### src/rtl/alu_pkg.sv
// Shared ALU dispatch definitions: ALU op codes, RV32I opcodes and the decoded entry type.
package alu_pkg;

  localparam logic [3:0] ALU_ADD   = 4'b0000;
  localparam logic [3:0] ALU_SUB   = 4'b0001;
  localparam logic [3:0] ALU_SLL   = 4'b0010;
  localparam logic [3:0] ALU_SLT   = 4'b0100;
  localparam logic [3:0] ALU_SLTU  = 4'b0110;
  localparam logic [3:0] ALU_XOR   = 4'b1000;
  localparam logic [3:0] ALU_SRL   = 4'b1010;
  localparam logic [3:0] ALU_SRA   = 4'b1011;
  localparam logic [3:0] ALU_OR    = 4'b1100;
  localparam logic [3:0] ALU_AND   = 4'b1110;
  localparam logic [3:0] ALU_PASS2 = 4'b1111;

  localparam logic [6:0] OPC_OP     = 7'b0110011;
  localparam logic [6:0] OPC_OP_IMM = 7'b0010011;
  localparam logic [6:0] OPC_LUI    = 7'b0110111;
  localparam logic [6:0] OPC_AUIPC  = 7'b0010111;

  localparam logic [6:0] F7_BASE = 7'b0000000;
  localparam logic [6:0] F7_ALT  = 7'b0100000;

  typedef struct packed {
    logic [3:0]  alu_op;
    logic [31:0] data1;
    logic [31:0] data2;
    logic [4:0]  rd;
    logic        rd_wen;
    logic        illegal;
  } alu_entry_t;

  // funct3 -> operation for the base (funct7 = 0) encodings shared by OP and OP-IMM
  function automatic logic [3:0] base_op(input logic [2:0] funct3);
    case (funct3)
      3'b000:  base_op = ALU_ADD;
      3'b001:  base_op = ALU_SLL;
      3'b010:  base_op = ALU_SLT;
      3'b011:  base_op = ALU_SLTU;
      3'b100:  base_op = ALU_XOR;
      3'b101:  base_op = ALU_SRL;
      3'b110:  base_op = ALU_OR;
      default: base_op = ALU_AND;
    endcase
  endfunction

endpackage

### src/rtl/alu_dispatch_if.sv
// Upstream instruction/operand handshake and downstream ALU-operation handshake.
interface alu_dispatch_if;
  import alu_pkg::*;

  logic        in_valid;
  logic        in_ready;
  logic [31:0] inst;
  logic [31:0] pc;
  logic [31:0] rs1_data;
  logic [31:0] rs2_data;
  logic        flush;
  logic        out_valid;
  logic        out_ready;
  logic [3:0]  alu_op;
  logic [31:0] data1;
  logic [31:0] data2;
  logic [4:0]  rd;
  logic        rd_wen;
  logic        illegal;

  modport slave (
    input  in_valid, inst, pc, rs1_data, rs2_data, flush, out_ready,
    output in_ready, out_valid, alu_op, data1, data2, rd, rd_wen, illegal
  );

  modport master (
    output in_valid, inst, pc, rs1_data, rs2_data, flush, out_ready,
    input  in_ready, out_valid, alu_op, data1, data2, rd, rd_wen, illegal
  );

endinterface

### src/rtl/alu_decode.sv
// Combinational RV32I ALU-class decoder producing one dispatch entry.
module alu_decode
  import alu_pkg::*;
(
  input  logic [31:0] inst_i,
  input  logic [31:0] pc_i,
  input  logic [31:0] rs1_i,
  input  logic [31:0] rs2_i,
  output alu_entry_t  entry_o
);

  logic [6:0]  opcode;
  logic [2:0]  funct3;
  logic [6:0]  funct7;
  logic [4:0]  rd;
  logic [31:0] imm_i;
  logic [31:0] imm_u;
  logic [31:0] shamt;
  logic        legal;
  logic [3:0]  op;
  logic [31:0] d1;
  logic [31:0] d2;

  assign opcode = inst_i[6:0];
  assign funct3 = inst_i[14:12];
  assign funct7 = inst_i[31:25];
  assign rd     = inst_i[11:7];
  assign imm_i  = {{20{inst_i[31]}}, inst_i[31:20]};
  assign imm_u  = {inst_i[31:12], 12'b0};
  assign shamt  = {27'b0, inst_i[24:20]};

  always_comb begin
    legal = 1'b0;
    op    = ALU_PASS2;
    d1    = '0;
    d2    = '0;
    case (opcode)
      OPC_OP: begin
        d1 = rs1_i;
        d2 = rs2_i;
        if (funct7 == F7_BASE) begin
          legal = 1'b1;
          op    = base_op(funct3);
        end else if (funct7 == F7_ALT && funct3 == 3'b000) begin
          legal = 1'b1;
          op    = ALU_SUB;
        end else if (funct7 == F7_ALT && funct3 == 3'b101) begin
          legal = 1'b1;
          op    = ALU_SRA;
        end
      end
      OPC_OP_IMM: begin
        d1 = rs1_i;
        d2 = imm_i;
        // Shift immediates carry only the shift amount; upper bits select SRL/SRA.
        if (funct3 == 3'b001) begin
          d2    = shamt;
          legal = (funct7 == F7_BASE);
          op    = ALU_SLL;
        end else if (funct3 == 3'b101) begin
          d2    = shamt;
          legal = (funct7 == F7_BASE) || (funct7 == F7_ALT);
          op    = (funct7 == F7_ALT) ? ALU_SRA : ALU_SRL;
        end else begin
          legal = 1'b1;
          op    = base_op(funct3);
        end
      end
      OPC_LUI: begin
        legal = 1'b1;
        op    = ALU_PASS2;
        d2    = imm_u;
      end
      OPC_AUIPC: begin
        legal = 1'b1;
        op    = ALU_ADD;
        d1    = pc_i;
        d2    = imm_u;
      end
      default: legal = 1'b0;
    endcase
  end

  assign entry_o.alu_op  = legal ? op : ALU_PASS2;
  assign entry_o.data1   = legal ? d1 : '0;
  assign entry_o.data2   = legal ? d2 : '0;
  assign entry_o.rd      = rd;
  assign entry_o.rd_wen  = legal && (rd != 5'd0);
  assign entry_o.illegal = !legal;

endmodule

### src/rtl/alu_dispatch.sv
// Decoded-instruction dispatch through a 2-entry skid FIFO to the ALU stage.
module alu_dispatch
  import alu_pkg::*;
(
  input logic           clk,
  input logic           rst,
  alu_dispatch_if.slave bus
);

  typedef enum logic [1:0] {EMPTY, ONE, FULL} occ_t;

  occ_t       state_q, state_d;
  alu_entry_t head_q, head_d;
  alu_entry_t skid_q, skid_d;
  alu_entry_t dec_entry;
  logic       push;
  logic       pop;

  alu_decode u_decode (
    .inst_i  (bus.inst),
    .pc_i    (bus.pc),
    .rs1_i   (bus.rs1_data),
    .rs2_i   (bus.rs2_data),
    .entry_o (dec_entry)
  );

  // in_ready depends only on stored occupancy and flush, never on out_ready.
  assign bus.in_ready = (state_q != FULL) && !bus.flush;
  assign push         = bus.in_valid && bus.in_ready;
  assign pop          = (state_q != EMPTY) && bus.out_ready && !bus.flush;

  always_comb begin
    state_d = state_q;
    head_d  = head_q;
    skid_d  = skid_q;
    if (bus.flush) begin
      state_d = EMPTY;
    end else begin
      case (state_q)
        EMPTY: if (push) begin
          head_d  = dec_entry;
          state_d = ONE;
        end
        ONE: begin
          if (push && pop) begin
            head_d = dec_entry;
          end else if (push) begin
            skid_d  = dec_entry;
            state_d = FULL;
          end else if (pop) begin
            state_d = EMPTY;
          end
        end
        FULL: if (pop) begin
          head_d  = skid_q;
          state_d = ONE;
        end
        default: state_d = EMPTY;
      endcase
    end
  end

  always_ff @(posedge clk or posedge rst) begin
    if (rst) begin
      state_q <= EMPTY;
      head_q  <= '0;
      skid_q  <= '0;
    end else begin
      state_q <= state_d;
      head_q  <= head_d;
      skid_q  <= skid_d;
    end
  end

  assign bus.out_valid = (state_q != EMPTY);
  assign bus.alu_op    = head_q.alu_op;
  assign bus.data1     = head_q.data1;
  assign bus.data2     = head_q.data2;
  assign bus.rd        = head_q.rd;
  assign bus.rd_wen    = head_q.rd_wen;
  assign bus.illegal   = head_q.illegal;

endmodule

### src/flat_wrapper.sv
// flat-port wrapper written by rule: the top's interface ports become plain ports
module alu_dispatch_flat import alu_pkg::*;
  (clk, rst, bus_in_valid, bus_inst, bus_pc, bus_rs1_data, bus_rs2_data, bus_flush, bus_out_ready, bus_in_ready, bus_out_valid, bus_alu_op, bus_data1, bus_data2, bus_rd, bus_rd_wen, bus_illegal);
  alu_dispatch_if bus_i ();
  input logic clk;
  input logic rst;
  input wire logic [$bits(bus_i.in_valid)-1:0] bus_in_valid;
  input wire logic [$bits(bus_i.inst)-1:0] bus_inst;
  input wire logic [$bits(bus_i.pc)-1:0] bus_pc;
  input wire logic [$bits(bus_i.rs1_data)-1:0] bus_rs1_data;
  input wire logic [$bits(bus_i.rs2_data)-1:0] bus_rs2_data;
  input wire logic [$bits(bus_i.flush)-1:0] bus_flush;
  input wire logic [$bits(bus_i.out_ready)-1:0] bus_out_ready;
  output wire logic [$bits(bus_i.in_ready)-1:0] bus_in_ready;
  output wire logic [$bits(bus_i.out_valid)-1:0] bus_out_valid;
  output wire logic [$bits(bus_i.alu_op)-1:0] bus_alu_op;
  output wire logic [$bits(bus_i.data1)-1:0] bus_data1;
  output wire logic [$bits(bus_i.data2)-1:0] bus_data2;
  output wire logic [$bits(bus_i.rd)-1:0] bus_rd;
  output wire logic [$bits(bus_i.rd_wen)-1:0] bus_rd_wen;
  output wire logic [$bits(bus_i.illegal)-1:0] bus_illegal;
  assign bus_i.in_valid = bus_in_valid;
  assign bus_i.inst = bus_inst;
  assign bus_i.pc = bus_pc;
  assign bus_i.rs1_data = bus_rs1_data;
  assign bus_i.rs2_data = bus_rs2_data;
  assign bus_i.flush = bus_flush;
  assign bus_i.out_ready = bus_out_ready;
  assign bus_in_ready = bus_i.in_ready;
  assign bus_out_valid = bus_i.out_valid;
  assign bus_alu_op = bus_i.alu_op;
  assign bus_data1 = bus_i.data1;
  assign bus_data2 = bus_i.data2;
  assign bus_rd = bus_i.rd;
  assign bus_rd_wen = bus_i.rd_wen;
  assign bus_illegal = bus_i.illegal;
  alu_dispatch u_core (.clk(clk), .rst(rst), .bus(bus_i));
endmodule
### config.mk
export PLATFORM = sky130hd
export DESIGN_NAME = alu_dispatch_flat
export DESIGN_NICKNAME = d
export VERILOG_FILES = /design/src/rtl/alu_pkg.sv /design/src/rtl/alu_dispatch_if.sv /design/src/rtl/alu_decode.sv /design/src/rtl/alu_dispatch.sv /design/src/flat_wrapper.sv
export SDC_FILE = /design/constraint.sdc
export NUM_CORES = 1
export LEC_CHECK = 0
export CAP_MARGIN = 40
export CORE_UTILIZATION = 35
export DETAILED_ROUTE_END_ITERATION = 10
export PLACE_DENSITY_LB_ADDON = 0.1
export SLEW_MARGIN = 20
export SYNTH_ARGS = -nofsm -noshare
export SYNTH_HDL_FRONTEND = slang
export SYNTH_SLANG_ARGS = --single-unit
export TNS_END_PERCENT = 50
### constraint.sdc
create_clock -name clk -period 11.4 [get_ports clk]
set_input_delay 1.71 -clock clk [delete_from_list [all_inputs] [get_ports clk]]
set_output_delay 1.71 -clock clk [all_outputs]
set_load 0.05 [all_outputs]
==> results of run 1 <==
-- report_power, final --
part	internal, mW	leakage, nW	total, mW	switching [mW]
combinational	0.161	2.03	0.437	0.276
sequential	0.594	1.93	0.624	0.0305
clock	0.362	0.300	0.587	0.225
total	1.12	4.26	1.65	0.531
-- area by class of cell --
cell class                      count  area [um^2]  area share
Inverter                           22         87.6     0.00852
Clock inverter                     10          143      0.0139
Multi-Input combinational cell    509         3140       0.305
Timing Repair Buffer              227         2290       0.223
Clock buffer                       21          470      0.0458
Sequential cell                   152         3800       0.370
Tap cell                          270          338      0.0329
-- registers in the layout (all words and copies together) (netlist names) --
name and cells:
u_core.bus.data1 32, u_core.bus.data2 32, u_core.state_q 2, u_core.bus.rd 5
u_core.skid_q 75, u_core.bus.rd_wen 1, u_core.bus.illegal 1, u_core.bus.alu_op 4
-- layer usage --
layer,global-route usage,vias to the layer above
met3,0.0409,37
met5,0,-
met1,0.296,3158
met4,0.0854,0
met2,0.323,213
li1,-,3146
-- stage by stage --
stage                     worst slack [ns]  hold WS (ns)  utilization  total power [mW]  cell area, um^2
after global placement                6.44         0.456        0.471              1.07             9560
after global routing                  6.37         0.487        0.506              1.72            10300
after detailed placement              6.42         0.460        0.475              1.07             9640
after CTS                             6.43         0.473        0.505              1.67            10300
after floorplan                       5.60         0.439            -             0.893             7280
final                                 6.43         0.473        0.506              1.65            10300
-- final timing paths --
path | start | to | slack (ns) | cells past startpoint
worst max-delay path | bus_flush | bus_in_ready | 6.43 | 3
worst min-delay path | u_core.skid_q[15]$_DFFE_PP0P_ | u_core.skid_q[15]$_DFFE_PP0P_ | 0.47 | 2
max in group asynchronous | rst | u_core.bus.alu_op[3]$_DFFE_PP0P_ | 8.36 | 4
worst min register to register | u_core.skid_q[15]$_DFFE_PP0P_ | u_core.skid_q[15]$_DFFE_PP0P_ | 0.47 | 2
worst max register to register | u_core.state_q[0]$_DFFE_PP0P_ | u_core.skid_q[51]$_DFFE_PP0P_ | 8.66 | 5
min in group asynchronous | rst | u_core.skid_q[26]$_DFFE_PP0P_ | 1.71 | 2
-- cell usage after synthesis (9+ instances only) --
| master | n | share of area |
|---|---|---|
| inv_1 | 21 | 0.011 |
| a32oi_1 | 51 | 0.061 |
| nor2_1 | 97 | 0.050 |
| buf_2 | 10 | 0.0069 |
| dfrtp_1 | 152 | 0.52 |
| nand2_1 | 67 | 0.035 |
| a21oi_1 | 84 | 0.058 |
| a221oi_1 | 20 | 0.024 |
| clkbuf_1 | 59 | 0.030 |
| o21ai_0 | 18 | 0.012 |
| nand3_1 | 13 | 0.0089 |
| a31oi_1 | 17 | 0.015 |
| mux2i_1 | 9 | 0.012 |
| a22o_1 | 84 | 0.10 |
-- cells by family after synthesis --
logic type,Yosys count,share of synthesized area
buffers and inverters,95,0.0507
and+or+nand+nor,214,0.128
DFF,152,0.523
muxes,9,0.0124
AOI/OAI and AO/OA,285,0.285
xor gates and xnor gates,1,0.00120
-- tightest hold or removal path, stage by stage, from the launching register on --
cell and delay, ns:
dfrtp_1 0.34, nand2_1 0.05, nand2_1 0.05
==> impl_metrics.toml, run 1 <==
[outcome]
status = "finished clean"

[clock_tree]
cts_inserted_buffers = 17
path_clk_slew_ns = 0.06
clkSinkCount = 152
cts_tree = "built"
cts_resized = 0
cts_hold_repair.buffers = 0
root_buffer = "clkbuf_16"
clk_latency_ns = 0.42
clk_path_buf_depth = 2
post_cts_buffers = 0
h-tree-depth = 4

[routing]
m1WireLength_um = 10100
drc_errors = 0
firstDrtPassIters = 5
post_drt_via_cell_ratio = 5.41
routed-wl-met3_um = 1170
num_vias = 6554
dr.max_layer_used = "met4"
drt_wl_total_um = 22000
first_iter_violations = 433
ant_nets = 0
wl_per_cell_um = 18.2
dr_wl_met2_um = 10200

[layout]
instances_no_fill = 1211
fillers = 1962
layout_common_cells = "clkdlybuf4s50_1, dfrtp_1, nor2_1"
final_common_cell = "clkdlybuf4s50_1"
diodes = 0
area.growth.synth_to_final_pct = 41.2
finalNetCount = 1062
drive_gt1_frac = 0.0638

[floorplanning]
die_h_um = 146
ioPinCount = 210
rows = 52
core_region_area_um2 = 20300
start_util = 0.358
die_w_um = 146
dieArea_um2 = 21400

[logic_synthesis]
synth-seq-area-share = 0.523
syn_area_um2 = 7280
async_flop_share = 1.00
ys_ff_latch = 152
synth-edff-count = 0
avgSynthCellArea_um2 = 9.62
synthFlopType = "dfrtp_1"
synth_warnings = 0
syn-num-nets = 889
netlist_instances = 756
ys_types = 39

[setup_path]
critPathKind = "in2out"
crit_family = "buffers and inverters"
end_kind = "output port"
worstPathCellList = "clkdlybuf4s50_1 > nor2_1 > clkdlybuf4s50_1"
slowest_delay_ns = 0.81
crit_path_frequent_cell = "clkdlybuf4s50_1"
crit_fanout = 7
crit_slowest_cell = "clkdlybuf4s50_1"
path_buf_inv = 2
worstPathArrival_ns = 3.26
worstPathRequired_ns = 9.69
start_kind = "primary input"

[sta]
clock.fmax_mhz = 201
finalHoldViolations = 0
period_needed_ns = 4.97
finalClockSkew_ns = 0.00686
finalSetupViolCount = 0
rsz0062_at_grt = "no"
fin_crit_sh = 0.436
finalSetupTns_ns = 0
drv_slew = 0
slew-limit-headroom = 0.426
worstMarginPinSlew_ns = 0.862

[global_routing]
grt_max_degree = 82
grt_pass1_wl_um = 35700
antenna_found_initial = 0
grt_pass1_vias = 6408
overflow = 0
grt.total_usage = 0.212

[power_and_ir_drop]
leakagePower_nw = 4.26
power_density_nw_per_um2 = 160
irDropWorstVdd_mv = 0.0901

[placed_design]
numPortBuffers = 209
dpl.cell_count = 1179
gp_congestion = 0.798
hpwl_um = 14200

[run]
max-cap-violations = 0

[worst_hold_path]
hold_class = "reg2reg"
Power figures use the tool's default switching activity.
==> run 2, diff against run 1 <==
==> constraint.sdc (replaced) <==
create_clock -name clk -period 4.3 [get_ports clk]
set_input_delay 0.645 -clock clk [delete_from_list [all_inputs] [get_ports clk]]
set_output_delay 0.645 -clock clk [all_outputs]
set_load 0.05 [all_outputs]
==> impl_metrics.toml, run 2 (synthesis gave the netlist of run 1 again) <==
[setup_path]
crit_fanout = 34
critPathKind = "in2reg"
crit_slowest_cell = "o31ai_4"
worstPathRequired_ns = 4.66
end_kind = "register"
worstPathCellList = "clkdlybuf4s50_1 > nor4_2 > nand2_1 > o31ai_4 > nor3b_4 > buf_4 > a22o_1"
slowest_delay_ns = 0.68
worstPathArrival_ns = 3.44
start_kind = "primary input"

[sta]
slew-limit-headroom = 0.456
worstMarginPinSlew_ns = 0.814
clock.fmax_mhz = 325
finalSetupTns_ns = 0
finalClockSkew_ns = 0.00766
fin_crit_sh = 0.716
finalSetupViolCount = 0
hold-worst-slack_ns = 0.473
period_needed_ns = 3.08
rsz0062_at_grt = "no"
finalHoldViolations = 0
drv_slew = 0
fin_ws_ns = 1.22

[clock_tree]
clk_path_buf_depth = 2
cts_inserted_buffers = 17
cts_hold_repair.buffers = 0
clk_latency_ns = 0.42
h-tree-depth = 4
cts_tree = "built"
post_cts_buffers = 0
cts_resized = 0
path_clk_slew_ns = 0.06
root_buffer = "clkbuf_16"
clkSinkCount = 152

[outcome]
status = "finished clean"

[routing]
drc_errors = 0
firstDrtPassIters = 4
ant_nets = 0
wl_per_cell_um = 18.4
post_drt_via_cell_ratio = 5.36
drt_wl_total_um = 22400
first_iter_violations = 358
num_vias = 6513

[layout]
fin_area_um2 = 10300
diodes = 0
final_common_cell = "clkdlybuf4s50_1"
largest_reg_flops = 75
instances_no_fill = 1215
regMostFlops = "u_core.skid_q"
finalNetCount = 1067
drive_gt1_frac = 0.0677
fin_util = 0.509
regArea_um2 = 3800
fillers = 1927
layout_common_cells = "clkdlybuf4s50_1, dfrtp_1, nor2_1"
multi_input_area_um2 = 3140
area.growth.synth_to_final_pct = 42.0

[placed_design]
numPortBuffers = 209
dpl_cell_area_um2 = 9710
hpwl_um = 14700
gp_congestion = 0.811
pre_cts_ws_ns = 0.782
dpl.cell_count = 1185

[power_and_ir_drop]
power_density_nw_per_um2 = 426
leakagePower_nw = 4.29
irDropWorstVdd_mv = 0.247
power.total_mw = 4.40

[global_routing]
grt.total_usage = 0.216
grt_pass1_vias = 6443
grt_pass1_wl_um = 36300
antenna_found_initial = 0
overflow = 0
grt_max_degree = 71

[floorplanning]
die_h_um = 146
ioPinCount = 210
die_w_um = 146
dieArea_um2 = 21400
start_util = 0.358
core_region_area_um2 = 20300
rows = 52

[worst_hold_path]
hold_class = "reg2reg"

[run]
max-cap-violations = 0
-- run 2: cell types whose count changed in the layout (fill, tap and decap cells not counted), sizes merged --
cell	previous run	this run
buf	19	24
clkinvlp	1	2
bufinv	3	4
inv	23	22
clkbuf	21	19
-- run 2: worst max-delay path: cells and delay by family --
family / cells / cell delay [ns]
buffers and inverters: 2 / 0.88
and+or+nand+nor: 3 / 1.03
AOI/OAI and AO/OA: 2 / 0.87
-- run 2: area by class of cell --
type                            instances  share of cell area
Sequential cell                       152               0.368
Multi-Input combinational cell        509               0.304
Timing Repair Buffer                  232               0.227
Clock buffer                           19              0.0429
Tap cell                              270              0.0327
Clock inverter                         11              0.0167
Inverter                               22             0.00836
-- run 2: routing by layer --
layer,up-vias,part of all wire,track usage
met5,-,0,0
met4,0,0.017,0.0625
met3,23,0.055,0.0544
met2,207,0.45,0.326
met1,3122,0.47,0.306
li1,3161,-,-
-- run 2: worst paths after layout --
check | start | to | slack [ns] | depth (start not counted)
hold / removal | u_core.skid_q[15]$_DFFE_PP0P_ | u_core.skid_q[15]$_DFFE_PP0P_ | 0.47 | 2
min in group asynchronous | rst | u_core.bus.data2[22]$_DFFE_PP0P_ | 0.52 | 2
hold reg to reg | u_core.skid_q[15]$_DFFE_PP0P_ | u_core.skid_q[15]$_DFFE_PP0P_ | 0.47 | 2
setup / recovery | bus_inst[25] | u_core.skid_q[66]$_DFFE_PP0P_ | 1.22 | 7
max in group asynchronous | rst | u_core.bus.data1[31]$_DFFE_PP0P_ | 3.11 | 3
setup reg to reg | u_core.state_q[0]$_DFFE_PP0P_ | u_core.skid_q[66]$_DFFE_PP0P_ | 1.86 | 5
-- run 2: report_power, final --
part | leakage [nW] | internal, mW | switching [mW]
sequential | 1.93 | 1.57 | 0.0818
clock | 0.300 | 0.984 | 0.597
combinational | 2.05 | 0.432 | 0.734
total | 4.29 | 2.99 | 1.41
==> run 3, diff against run 2 <==
==> constraint.sdc (replaced) <==
create_clock -name clk -period 2.6 [get_ports clk]
set_input_delay 0.39 -clock clk [delete_from_list [all_inputs] [get_ports clk]]
set_output_delay 0.39 -clock clk [all_outputs]
set_load 0.05 [all_outputs]
==> impl_metrics.toml, run 3 (synthesis gave the netlist of run 1 again) <==
[outcome]
status = "finished clean"

[layout]
finalNetCount = 1086
final_common_cell = "clkdlybuf4s50_1"
area.growth.synth_to_final_pct = 44.6
instances_no_fill = 1235
regMostFlops = "u_core.skid_q"
diodes = 0
fin_util = 0.518
fillers = 1931
largest_reg_flops = 75
layout_common_cells = "clkdlybuf4s50_1, dfrtp_1, nor2_1"
drive_gt1_frac = 0.0881

[setup_path]
crit_slowest_cell = "clkdlybuf4s50_1"
worstPathRequired_ns = 2.21
rrSetupSlack_ns = 0.63
crit_family = "buffers and inverters"
crit_fanout = 8
critPathLaunch = "u_core.state_q[1]$_DFFE_PP0P_"
worstPathArrival_ns = 1.89
critPathKind = "reg2out"
r2r-end = "u_core.skid_q[36]$_DFFE_PP0P_"
start_kind = "register"
path_buf_inv = 1
reg2regPathDepth = 5
end_kind = "output port"
worstPathCellList = "or2_2 > clkdlybuf4s50_1"
regToRegStartpoint = "u_core.state_q[0]$_DFFE_PP0P_"
slowest_delay_ns = 0.70
worstSetupPathDepth = 2

[sta]
fin_crit_sh = 0.877
slew-limit-headroom = 0.616
finalSetupViolCount = 0
worstMarginPinSlew_ns = 0.574
finalHoldViolations = 0
drv_slew = 0
finalSetupTns_ns = 0
finalClockSkew_ns = 0.00583
rsz0062_at_grt = "no"
clock.fmax_mhz = 438
period_needed_ns = 2.28
hold-worst-slack_ns = 0.265

[placed_design]
gp_congestion = 0.794
hpwl_um = 15100
numPortBuffers = 209
dpl.cell_count = 1204

[global_routing]
grt_pass1_wl_um = 36400
overflow = 0
antenna_found_initial = 0
grt_max_degree = 68
grt_pass1_vias = 6496
grt.total_usage = 0.216

[routing]
num_vias = 6645
drc_errors = 0
firstDrtPassIters = 4
ant_nets = 0
wl_per_cell_um = 18.1
post_drt_via_cell_ratio = 5.38
first_iter_violations = 462
drt_wl_total_um = 22400

[run]
max-cap-violations = 0

[floorplanning]
die_h_um = 146
core_region_area_um2 = 20300
die_w_um = 146
rows = 52
start_util = 0.358
dieArea_um2 = 21400
ioPinCount = 210

[clock_tree]
cts_resized = 0
cts_tree = "built"
clk_path_buf_depth = 2
h-tree-depth = 4
post_cts_buffers = 0
path_clk_slew_ns = 0.06
cts_inserted_buffers = 17
clkSinkCount = 152
root_buffer = "clkbuf_16"
cts_hold_repair.buffers = 0
clk_latency_ns = 0.42

[power_and_ir_drop]
irDropWorstVdd_mv = 0.464
power_density_nw_per_um2 = 701
power.total_mw = 7.38
leakagePower_nw = 4.39

[worst_hold_path]
hold_class = "in2async"
-- run 3: cell types whose count changed in the layout (fill, tap and decap cells not counted) --
cell,previous run,this run
buf_12,7,10
buf_4,16,33
bufinv_16,4,5
clkbuf_8,1,0
clkdlybuf4s50_1,208,207
clkinv_2,2,3
clkinv_4,2,1
clkinvlp_4,2,5
inv_6,2,0
-- run 3: worst register-to-register path, stage by stage, from the launching register on --
cell and delay [ns]:
dfrtp_1 0.47, nand2b_1 0.16, or3_2 0.56, nor3b_4 0.28, buf_12 0.26, a22o_1 0.18
-- run 3: how the worst max path moves through the flow --
| stage | end | slack [ns] |
|---|---|---|
| 2_1_floorplan | u_core.bus.alu_op[0]$_DFFE_PP0P_ | 0.29 |
| 3_3_place_gp | u_core.skid_q[52]$_DFFE_PP0P_ | 0.1 |
| 3_5_place_dp | u_core.skid_q[63]$_DFFE_PP0P_ | 0.08 |
| 4_1_cts | bus_out_valid | 0.31 |
| 5_1_grt | bus_out_valid | 0.25 |
| 6_report | bus_out_valid | 0.32 |
-- run 3: layout make-up --
| class | count | area, um^2 | share of cell area |
|---|---|---|---|
| repair buffers | 251 | 2520 | 0.240 |
| multi-input cells | 509 | 3140 | 0.298 |
| clock buffers | 18 | 429 | 0.0408 |
| well taps | 270 | 338 | 0.0321 |
| flip-flops and latches | 152 | 3800 | 0.361 |
| inverters | 22 | 86.3 | 0.00820 |
| clock inverters | 13 | 204 | 0.0194 |
-- run 3: per-layer routing --
| metal | wire (um) | vias up | global-route usage |
|---|---|---|---|
| met5 | 0 | - | 0 |
| met2 | 10500 | 177 | 0.343 |
| li1 | - | 3199 | - |
| met1 | 10300 | 3261 | 0.295 |
| met4 | 162 | 0 | 0.0458 |
| met3 | 1330 | 8 | 0.0575 |
-- run 3: where the power goes --
part / internal, mW / switching [mW] / total [mW]
registers: 2.60 / 0.133 / 2.73
logic: 0.730 / 1.22 / 1.95
clock network: 1.69 / 1.00 / 2.70
total: 5.03 / 2.36 / 7.38
-- run 3: stage by stage --
step	setup WS, ns	instance area, um^2
floorplan	0.293	7280
CTS	0.310	10500
global placement	0.0960	9890
global route	0.250	10500
detailed placement	0.0766	9890
finish	0.319	10500
